===== src/rtl/pc_fetch_gen.sv =====
// PC generator and instruction-fetch front end: sequential fetch with prioritised
// redirects, epoch-tagged outstanding requests and a show-ahead instruction buffer.
module pc_fetch_gen #(
  parameter int                ADDR_W     = 32,
  parameter logic [ADDR_W-1:0] RESET_VEC  = '0,
  parameter int                INST_BYTES = 4,
  parameter int                NUM_REDIR  = 2,
  parameter int                MAX_OUT    = 2
) (
  input  logic                        clk,
  input  logic                        rst,
  input  logic [5:0]                  stall,
  input  logic [NUM_REDIR-1:0]        redir_valid_i,
  input  logic [NUM_REDIR*ADDR_W-1:0] redir_addr_i,
  output logic                        req_valid_o,
  output logic [ADDR_W-1:0]           req_addr_o,
  input  logic                        req_ready_i,
  input  logic                        rsp_valid_i,
  input  logic [31:0]                 rsp_inst_i,
  output logic                        inst_valid_o,
  output logic [31:0]                 inst_o,
  output logic [ADDR_W-1:0]           inst_pc_o,
  output logic [ADDR_W-1:0]           redir_taken_o,
  output logic                        proto_err_o
);
  localparam int PTR_W = (MAX_OUT > 1) ? $clog2(MAX_OUT) : 1;
  localparam int CNT_W = $clog2(MAX_OUT + 1);

  function automatic logic [PTR_W-1:0] ptr_inc(input logic [PTR_W-1:0] p);
    if (p == PTR_W'(MAX_OUT - 1)) return '0;
    return p + PTR_W'(1);
  endfunction

  logic [ADDR_W-1:0] pc_q, pc_d;
  logic              epoch_q, epoch_d;
  logic [PTR_W-1:0]  tag_wr_q, tag_wr_d, tag_rd_q, tag_rd_d;
  logic [CNT_W-1:0]  tag_cnt_q, tag_cnt_d;
  logic [PTR_W-1:0]  buf_wr_q, buf_wr_d, buf_rd_q, buf_rd_d;
  logic [CNT_W-1:0]  buf_cnt_q, buf_cnt_d;
  logic              proto_err_q, proto_err_d;

  logic [ADDR_W-1:0] tag_addr_mem  [MAX_OUT];
  logic              tag_epoch_mem [MAX_OUT];
  logic [ADDR_W-1:0] buf_addr_mem  [MAX_OUT];
  logic [31:0]       buf_inst_mem  [MAX_OUT];

  logic [ADDR_W-1:0] redir_addr_arr [NUM_REDIR];
  logic [ADDR_W-1:0] redir_tgt;
  logic              redir_any;
  logic [CNT_W:0]    occ;
  logic              accept, rsp_pop, rsp_keep, buf_pop;
  logic              unused_stall_bits;

  genvar gi;
  generate
    for (gi = 0; gi < NUM_REDIR; gi++) begin : g_redir_slice
      assign redir_addr_arr[gi] = redir_addr_i[gi*ADDR_W +: ADDR_W];
    end
  endgenerate

  // Scan from the lowest-priority source so the lowest set index overrides.
  always_comb begin
    redir_tgt = '0;
    for (int k = NUM_REDIR - 1; k >= 0; k--) begin
      if (redir_valid_i[k]) redir_tgt = redir_addr_arr[k];
    end
  end

  assign redir_any         = |redir_valid_i;
  assign occ               = {1'b0, tag_cnt_q} + {1'b0, buf_cnt_q};
  assign req_valid_o       = !rst && !stall[0] && !redir_any && (occ < (CNT_W+1)'(MAX_OUT));
  assign req_addr_o        = pc_q;
  assign redir_taken_o     = pc_q;
  assign accept            = req_valid_o && req_ready_i;
  assign rsp_pop           = rsp_valid_i && (tag_cnt_q != '0);
  assign rsp_keep          = rsp_pop && (tag_epoch_mem[tag_rd_q] == epoch_q) && !redir_any;
  assign inst_valid_o      = (buf_cnt_q != '0);
  assign buf_pop           = inst_valid_o && !stall[1];
  assign inst_o            = inst_valid_o ? buf_inst_mem[buf_rd_q] : '0;
  assign inst_pc_o         = inst_valid_o ? buf_addr_mem[buf_rd_q] : '0;
  assign proto_err_o       = proto_err_q;
  assign unused_stall_bits = ^stall[5:2];

  always_comb begin
    pc_d        = pc_q;
    epoch_d     = epoch_q;
    tag_wr_d    = accept  ? ptr_inc(tag_wr_q) : tag_wr_q;
    tag_rd_d    = rsp_pop ? ptr_inc(tag_rd_q) : tag_rd_q;
    tag_cnt_d   = tag_cnt_q + CNT_W'(accept) - CNT_W'(rsp_pop);
    buf_wr_d    = rsp_keep ? ptr_inc(buf_wr_q) : buf_wr_q;
    buf_rd_d    = buf_pop  ? ptr_inc(buf_rd_q) : buf_rd_q;
    buf_cnt_d   = buf_cnt_q + CNT_W'(rsp_keep) - CNT_W'(buf_pop);
    proto_err_d = proto_err_q || (rsp_valid_i && (tag_cnt_q == '0));
    if (redir_any) begin
      // Stale tags stay in flight; the epoch flip makes their responses drop.
      pc_d      = redir_tgt;
      epoch_d   = !epoch_q;
      buf_wr_d  = '0;
      buf_rd_d  = '0;
      buf_cnt_d = '0;
    end else if (accept) begin
      pc_d = pc_q + ADDR_W'(INST_BYTES);
    end
  end

  always_ff @(posedge clk) begin
    if (rst) begin
      pc_q        <= RESET_VEC;
      epoch_q     <= 1'b0;
      tag_wr_q    <= '0;
      tag_rd_q    <= '0;
      tag_cnt_q   <= '0;
      buf_wr_q    <= '0;
      buf_rd_q    <= '0;
      buf_cnt_q   <= '0;
      proto_err_q <= 1'b0;
    end else begin
      pc_q        <= pc_d;
      epoch_q     <= epoch_d;
      tag_wr_q    <= tag_wr_d;
      tag_rd_q    <= tag_rd_d;
      tag_cnt_q   <= tag_cnt_d;
      buf_wr_q    <= buf_wr_d;
      buf_rd_q    <= buf_rd_d;
      buf_cnt_q   <= buf_cnt_d;
      proto_err_q <= proto_err_d;
    end
  end

  always_ff @(posedge clk) begin
    if (accept) begin
      tag_addr_mem[tag_wr_q]  <= pc_q;
      tag_epoch_mem[tag_wr_q] <= epoch_q;
    end
    if (rsp_keep) begin
      buf_addr_mem[buf_wr_q] <= tag_addr_mem[tag_rd_q];
      buf_inst_mem[buf_wr_q] <= rsp_inst_i;
    end
  end
endmodule

===== config.mk =====
export PLATFORM = sky130hd
export DESIGN_NAME = pc_fetch_gen
export DESIGN_NICKNAME = d
export VERILOG_FILES = /design/src/rtl/pc_fetch_gen.sv
export SDC_FILE = /design/constraint.sdc
export NUM_CORES = 1
export LEC_CHECK = 0
export BUFFER_PORTS_ARGS = -buffer_cell sky130_fd_sc_hd__clkbuf_2
export CAP_MARGIN = 20
export CORE_ASPECT_RATIO = 2
export CORE_MARGIN = 2
export CORE_UTILIZATION = 49
export DETAILED_ROUTE_END_ITERATION = 8
export GPL_ROUTABILITY_DRIVEN = 0
export PLACE_DENSITY = 0.77
export SETUP_SLACK_MARGIN = 0.1
export SYNTH_ARGS = -nofsm -noshare
export SYNTH_HDL_FRONTEND = slang
export SYNTH_SLANG_ARGS = --single-unit

===== constraint.sdc =====
create_clock -name clk -period 4.47 [get_ports clk]
set_input_delay 0.6705 -clock clk [delete_from_list [all_inputs] [get_ports clk]]
set_output_delay 0.6705 -clock clk [all_outputs]
set_load 0.005 [all_outputs]

==> summary.md, run 1 <==
| Metric | Value |
|---|---|
| Status | finished, final reports clean |
| F_max | 338.5 MHz |
| Post_cts resized | 0 |
| CTS Hold Bufs | 0 |
| Final net count | 1069 |
| Register area share after synthesis | 65.47% |
| Max stage delay on crit path | 0.70 ns |
| Post-synth top flop | edfxtp_1 |
| Synth unique cells | 65 |
| Number of global-route vias before repair | 6702 |
| WL per Instance | 18.13 um |
| CP max-delay cell | nor2_4 |
| Clk sinks | 238 |
| Post-synthesis mux area share | 10.26% |
| GR peak layer | met2 |
| # setup viols final | 0 |
| Rel. slew slack | 37.24% |
| CP Launch Type | flop |
| Post-CTS setup buffer count | 0 |
| Finished Layout Cells | 1235 |
| Diodes inserted | 0 |
| WHS Path Cells | 1 |
| CP Class | reg2out |
| EDFF count, synth | 194 |
| Largest net degree at the start of global routing | 65 |
| Initial antenna violation count | 0 |
| Post-route clock period utilization | 66.08% |
| Number of iterations in the first detailed-routing pass | 5 |
| TritonCTS clock tree | done |
| Post-Synth Simple-Gate Area | 10.30% |
| Die ar. | 22150 um^2 |
| Total Routing Usage GR | 19.72% |
| Hold EP | buf_inst_mem[1][13] |
| Synth Area in XOR/XNOR | 1.026% |
| WL final | 22400 um |
| First-pass GRT wire length | 34200 um |
| DRC | 0 |
| Num CTS Buffers | 20 |
| Post-Syn Nets | 874 |
| Fin. max-slew vios | 0 |
| VDD IR max | 0.0002140 V |
| Die W | 106.2 um |
| Most frequent cells in the layout | clkbuf_2, edfxtp_1, nor2_1, mux2i_1, dfxtp_1 |
| Clk pin slew, worst setup/hold paths | 0.07 ns |
| Leakage dissipation | 4.519 nW |
| Routing usage on met2 | 37.29% |
| FF+latch count, synth | 238 |
| Vias per cell | 5.589 |
| Main combinational cell family by area after synthesis | simple AND/OR/NAND/NOR gates |
| Grt total ovfl | 0 |
| Reg-to-reg setup timing slack | 1.54 ns |
| Max Cap Viol | 0 |
| Crit path cell chain | nor2_4 -> buf_4 -> nor2_1 -> clkbuf_2 |
| Worst reg2reg path depth | 8 |
| CORE AREA | 20460 um^2 |
| 1st-iter DRT viols | 267 |
| I/O Buffers | 234 |
| Root Buffer Master | clkbuf_16 |
| Asr flop ratio synth | 0% |
| CP Data Required Time | 3.80 ns |
| Ports | 239 |
| Post-DP HPWL | 15770 um |
| Most common library cell in the layout ignoring fill and taps | clkbuf_2 |
| Chip height | 208.5 um |
| Synthesized area per cell | 13.48 um^2 |
| Worst R2R End | redir_taken_o[8] |
| Tot Pwr | 4.813 mW |
| Layout area overhead | 18.55% |
| Worst-Margin Slew | 0.9391 ns |
| Crit end category | output pin |
| Cells after Synth | 760 |
| Critical Path AT | 2.28 ns |
| GR Util met3 | 2.851% |
| Mapped Area | 10240 um^2 |
| Longest Clk Path Bufs | 3 |
| Top Family by Delay on Critical Path | simple AND/OR/NAND/NOR gates |
| Vias | 6903 |
| Sum Neg Setup Slack | 0 ns |
| Min-Delay Startpoint | rsp_inst_i[13] |
| Layout cell share with drive strength beyond 1 | 34.88% |
| Grt met1 use | 20.12% |
| H-tree depth | 1 |
| Hold Path Class | in2reg |
| Worst Skew | 0.009640 ns |
| Antenna viol nets, final | 0 |
| Critical path buffers and inverters | 2 |
| Initial core utilization | 50.06% |
| Post-synthesis compound-gate area fraction | 7.561% |
| Ys Warns | 0 |
| Rows | 74 |
| Unrepaired setup endpoints after global routing | false |
| Placed insts | 1198 |
| Final Hold Fails | 0 |
| Worst-Skew Late Latency | 0.50 ns |
| Adder-Cell Fraction of Synth Area | 0.8062% |
| Reg2reg start | buf_cnt_q[0] |
| PD cells | 396.3 nW/um^2 |
| Crit path time final | 2.954 ns |
| Crit Path Max Fanout | 38 |
| Filler instances | 1682 |
## Yosys cell counts, types with 3 or more instances
master      n  area (um^2)
a22o_1      4        35.03
clkbuf_1   21        78.83
xor2_1      4        35.03
buf_1       8        30.03
nor2_1    104        390.4
nand2_1    19        71.32
o21bai_1    3        22.52
mux2_2     32        360.4
nor2b_1     3        18.77
a22oi_1     3        22.52
a21o_1      3        22.52
and4_1      4        35.03
nor4_1      6        37.54
o31ai_1     4        30.03
edfxtp_1  194         5826
a221o_1     3        30.03
a222oi_1    7        70.07
o21ai_0    11        55.05
buf_4      34        255.2
or3_1       3        18.77
nor3_1     11        55.05
nor3_4      3        48.80
nor2_2      3        18.77
buf_2       9        45.04
xnor2_1     8        70.07
dfxtp_1    44        880.8
nand3_1    19        95.09
and2_1      3        18.77
o211ai_1    4        30.03
ha_1        5        62.56
a21oi_1    26        130.1
inv_1      12        45.04
nand2b_1    5        31.28
o22ai_1    10        62.56
nand4_1     9        56.30
mux2i_1    69        690.7
a31oi_1     9        56.30
and3_1      5        31.28
## worst max path at each step
| stage | from | end | slack [ns] | depth (start not counted) |
|---|---|---|---|---|
| 6_report | buf_cnt_q[1] | inst_pc_o[6] | 1.52 | 4 |
| 5_1_grt | buf_cnt_q[1] | inst_pc_o[6] | 1.36 | 4 |
| 4_1_cts | buf_cnt_q[1] | inst_pc_o[6] | 1.42 | 4 |
| 3_5_place_dp | redir_valid_i[0] | buf_inst_mem[0][27] | 1.45 | 5 |
| 3_3_place_gp | redir_valid_i[0] | buf_inst_mem[1][27] | 1.50 | 5 |
| 2_1_floorplan | redir_valid_i[1] | buf_addr_mem[0][0] | -0.01 | 4 |
## area by class of cell
class	instances	area (um^2)	share of cell area [%]
Sequential cell	238	6710	55.25
Multi-Input combinational cell	436	3105	25.57
Timing Repair Buffer	246	1281	10.55
Clock buffer	22	529.3	4.358
Tap cell	266	332.8	2.741
Clock inverter	14	136.4	1.123
Inverter	13	48.80	0.4018
## power by group
group | switching (mW) | internal, mW
Combinational | 0.263 | 0.239
Sequential | 0.0748 | 2.50
Clock | 0.756 | 0.981
## kinds of logic (layout without fill, tap and decap cells)
group | count (synthesis) | after routing
fa+ha+maj | 6 | 6
xor+xnor | 12 | 12
flops | 238 | 238
mux | 101 | 101
buf+inv | 86 | 295
compound gates | 109 | 109
simple gates | 208 | 208
## state kept, by name, indices dropped and copies added (netlist names), 2 cells and up, named ones only
| signal | count |
|---|---|
| redir_taken_o | 32 |
| tag_epoch_mem | 2 |
| tag_addr_mem | 64 |
| buf_cnt_q | 2 |
| tag_cnt_q | 2 |
| buf_inst_mem | 64 |
| buf_addr_mem | 64 |
## routing by layer
| metal | up-vias | wire (um) |
|---|---|---|
| met5 | - | 0 |
| met4 | 0 | 1071 |
| met3 | 71 | 1386 |
| met2 | 314 | 12280 |
| met1 | 3299 | 7657 |
| li1 | 3219 | - |
## metrics by stage
stage	worst slack [ns]	cell area, um^2	utilization [%]	hold WS (ns)
finish	1.516	12140	59.35	0.3647
global route	1.362	12140	59.35	0.3401
CTS	1.421	12120	59.21	0.3378
detailed placement	1.451	11450	55.96	0.4600
global placement	1.495	11450	55.96	0.4551
floorplan	-0.01313	10240	-	0.4604
No activity file was read; power rests on OpenSTA's default activity.
==> run 2: changes to the inputs <==
- ABC_AREA: default -> 1
- CORE_UTILIZATION: 49 -> 54
- PLACE_DENSITY: 0.77 -> 0.8
- clock period: 4.47 -> 2.8 ns (I/O delays scaled with it)
==> run 2 against run 1 <==
Net effect: register-to-register slack got worse by 1.0 ns; clock power rose by 56%; sequential share of layout area fell by 1.2 points; die area fell by 6.9%; count of clock-buffer cells in the layout rose by 7; largest cell class unchanged; critical path depth rose by 3; core utilization rose by 5.3 points; final cell count rose by 18%; worst setup slack got worse by 1.3 ns; clock skew rose by 0.0017 ns; worst hold slack got worse by 0.25 ns; power rose by 57%.
==> summary.md, run 2 <==
| Metric | Value |
|---|---|
| Status | finished, final reports clean |
| Clk sinks | 238 (unchanged) |
| Die W | 102.6 um (-3.5%) |
| Largest net degree at the start of global routing | 67 (+3.1%) |
| Rel. slew slack | 52.96% (+16 points) |
| Sequential share of power | 54.6% (+1.1 points) |
| Initial core utilization | 54.67% (+4.6 points) |
| Post-synth top flop | edfxtp_1 |
| Grt total ovfl | 0 (unchanged) |
| Min-Delay Startpoint | rsp_inst_i[29] |
| Post-route cell area | 12400 um^2 (+2.1%) |
| CORE AREA | 19190 um^2 (-6.2%) |
| Synthesized area per cell | 10.67 um^2 (-21%) |
| PD cells | 610.7 nW/um^2 (+54%) |
| Vias | 7561 (+9.5%) |
| WL per Instance | 15.56 um (-14%) |
| Cells after Synth | 983 (+29%) |
| CP startpoint | buf_cnt_q[0] |
| Final net count | 1296 (+21%) |
| F_max | 392.7 MHz |
| Top Family by Delay on Critical Path | simple AND/OR/NAND/NOR gates |
| Post-CTS setup buffer count | 0 (unchanged) |
| Rows | 72 (-2.7%) |
| Initial antenna violation count | 0 (unchanged) |
| Setup WS pre-CTS | 0.5164 ns (-0.9344 ns) |
| Net Sw Power | 1.710 mW (+56%) |
| CP Launch Type | flop |
| Finished Layout Cells | 1455 (+18%) |
| Area leader, netlist | edfxtp_1 |
| Number of global-route vias before repair | 7411 (+11%) |
| Asr flop ratio synth | 0% (unchanged) |
| Most common cell in the netlist | nand2_1 |
| EDFF count, synth | 194 (unchanged) |
| Most frequent cells in the layout | nand2_1, clkbuf_2, edfxtp_1, a21oi_1, inv_1 |
| Clk network pwr share | 35.8% (-0.3 points) |
| DRC | 0 (unchanged) |
| Clk pin slew, worst setup/hold paths | 0.07 ns (about the same) |
| Top post-synthesis cells by area | edfxtp_1, nand2_1, dfxtp_1, a21oi_1, mux2_2 |
| Crit path cell chain | nand2_1 -> inv_1 -> fa_1 -> inv_1 -> nand2_1 -> nor3_1 -> clkbuf_2 |
| Sw frac | 22.58% (-0.15 points) |
| Reg2reg start | buf_cnt_q[0] |
| P_int | 5.863 mW (+58%) |
| FF+latch count, synth | 238 (unchanged) |
| Die ar. | 20620 um^2 (-6.9%) |
| Synth unique cells | 43 (-34%) |
| H-tree depth | 1 (unchanged) |
| Worst Skew | 0.01132 ns (+0.001684 ns) |
| Biggest regs | buf_addr_mem (64), buf_inst_mem (64), tag_addr_mem (64) |
| Diodes inserted | 0 (unchanged) |
| Worst-Skew Late Latency | 0.49 ns (about the same) |
| Post-Syn Nets | 1097 (+26%) |
| Critical Path AT | 2.13 ns (-0.15 ns) |
| Unrepaired setup endpoints after global routing | false |
| Layout cell share with drive strength beyond 1 | 28.68% (-6.2 points) |
| Filler instances | 1503 (-11%) |
| Gate power share | 9.6% (-0.8 points) |
| I/O Buffers | 234 (unchanged) |
| Post-route clock period utilization | 90.95% |
| CP max-delay cell | dfxtp_1 |
| Layout area overhead | 18.20% |
| CP Data Required Time | 2.38 ns (-1.42 ns) |
| # setup viols final | 0 (unchanged) |
| Leakage dissipation | 5.116 nW (+13%) |
| Chip height | 201.1 um (-3.5%) |
| Crit path time final | 2.547 ns |
| CP Class | reg2out |
| 1st-iter DRT viols | 360 (+35%) |
| Post_cts resized | 0 (unchanged) |
| Antenna viol nets, final | 0 (unchanged) |
| Top-area cell type share of the netlist area | 55.53% (-1.3 points) |
| Hold Path Class | in2reg |
| Crit Path Max Fanout | 3 (-92%) |
| Final Hold Fails | 0 (unchanged) |
| Max Cap Viol | 0 (unchanged) |
| Sum Neg Setup Slack | 0 ns (unchanged) |
| Total Routing Usage GR | 21.74% (+2.0 points) |
| Most common library cell in the layout ignoring fill and taps | nand2_1 |
| First-pass GRT wire length | 35540 um (+3.9%) |
| Ys Warns | 0 (unchanged) |
| Post-DP HPWL | 16060 um (+1.9%) |
| Placed insts | 1419 (+18%) |
| Max stage delay on crit path | 0.41 ns (-0.29 ns) |
| Mapped Area | 10490 um^2 (+2.4%) |
| Fin. max-slew vios | 0 (unchanged) |
| VDD IR max | 0.0004054 V (+89%) |
| WL final | 22640 um (+1.1%) |
| Crit end category | output pin |
| Vias per cell | 5.197 (-7.0%) |
| Synth cell count leaders | nand2_1, edfxtp_1, a21oi_1 |
| Setup ws final | 0.2533 ns (-1.263 ns) |
| Longest Clk Path Bufs | 3 (unchanged) |
| CTS Hold Bufs | 0 (unchanged) |
| Worst-Margin Slew | 0.7056 ns (-0.2335 ns) |
| Register area share after synthesis | 63.93% (-1.5 points) |
| Root Buffer Master | clkbuf_16 |
| Ports | 239 (unchanged) |
| Critical path buffers and inverters | 3 (+1) |
| Num CTS Buffers | 20 (unchanged) |
| Number of iterations in the first detailed-routing pass | 4 (-1) |
| Post-DP Area | 11760 um^2 (+2.7%) |
| TritonCTS clock tree | done |
[run 2: path summary, 6_finish.rpt]
check	to	slack (ns)	cells past startpoint
max	req_valid_o	0.25	7
min	buf_inst_mem[0][29]	0.11	1
max reg2reg	tag_cnt_q[1]	0.52	13
min reg2reg	flop	0.46	1
[run 2: metal layers]
layer  GRT usage, %  routed length, um  up-vias  share of wire, %
met5              0                  0        -                 0
met4          10.48               1067        0               4.7
met3          2.049               1204       63               5.3
met2          40.90              12530      261                55
met1          23.36               7844     3514                35
li1               -                  -     3723                 -
[run 2: cells by family (layout without fill, tap and decap cells)]
| family | Yosys count | after routing | synth area share, % |
|---|---|---|---|
| DFF | 238 | 238 | 63.93 |
| adders and majority gates | 6 | 6 | 0.7872 |
| and+or+nand+nor | 387 | 387 | 15.57 |
| buffers and inverters | 146 | 359 | 6.906 |
| xor gates and xnor gates | 10 | 10 | 0.8350 |
| muxes | 32 | 32 | 3.435 |
| AOI/OAI and AO/OA | 164 | 164 | 8.540 |
[run 2: worst reg2reg max path, stage by stage, from the launching register on]
cell     delay, ns
dfxtp_1       0.41
nand2_1       0.07
inv_1         0.07
fa_1          0.40
inv_1         0.07
nand2_1       0.06
nor2_1        0.17
nand4_4       0.10
ha_1          0.29
inv_1         0.04
ha_1          0.18
xor2_1        0.15
o21ai_0       0.14
a21oi_1       0.05
[run 2: cell type report]
| cell class | instances | area (um^2) | area share, % |
|---|---|---|---|
| flip-flops and latches | 238 | 6708 | 54.10 |
| clock inverters | 7 | 67.56 | 0.5449 |
| inverters | 73 | 274.0 | 2.210 |
| multi-input cells | 599 | 3097 | 24.97 |
| well taps | 259 | 324.1 | 2.614 |
| clock buffers | 29 | 575.6 | 4.642 |
| repair buffers | 250 | 1354 | 10.92 |
[run 2: metrics by stage]
| stage | total power, mW | hold slack, ns | util (%) |
|---|---|---|---|
| after global placement | 4.909 | 0.4358 | 61.27 |
| final | 7.572 | 0.1138 | 64.62 |
| after CTS | 7.622 | 0.1006 | 64.62 |
| after floorplan | 4.686 | 0.4257 | - |
| after global routing | 7.829 | 0.1003 | 64.62 |
| after detailed placement | 4.940 | 0.4458 | 61.27 |
[run 2: power by group through the flow]
stage | Sequential (mW) | Clock [mW] | Combinational, mW
2_1_floorplan | 4.15 | 0 | 0.533
3_3_place_gp | 4.20 | 0 | 0.708
3_5_place_dp | 4.21 | 0 | 0.732
4_1_cts | 4.13 | 2.75 | 0.737
5_1_grt | 4.15 | 2.86 | 0.817
6_report | 4.13 | 2.71 | 0.730
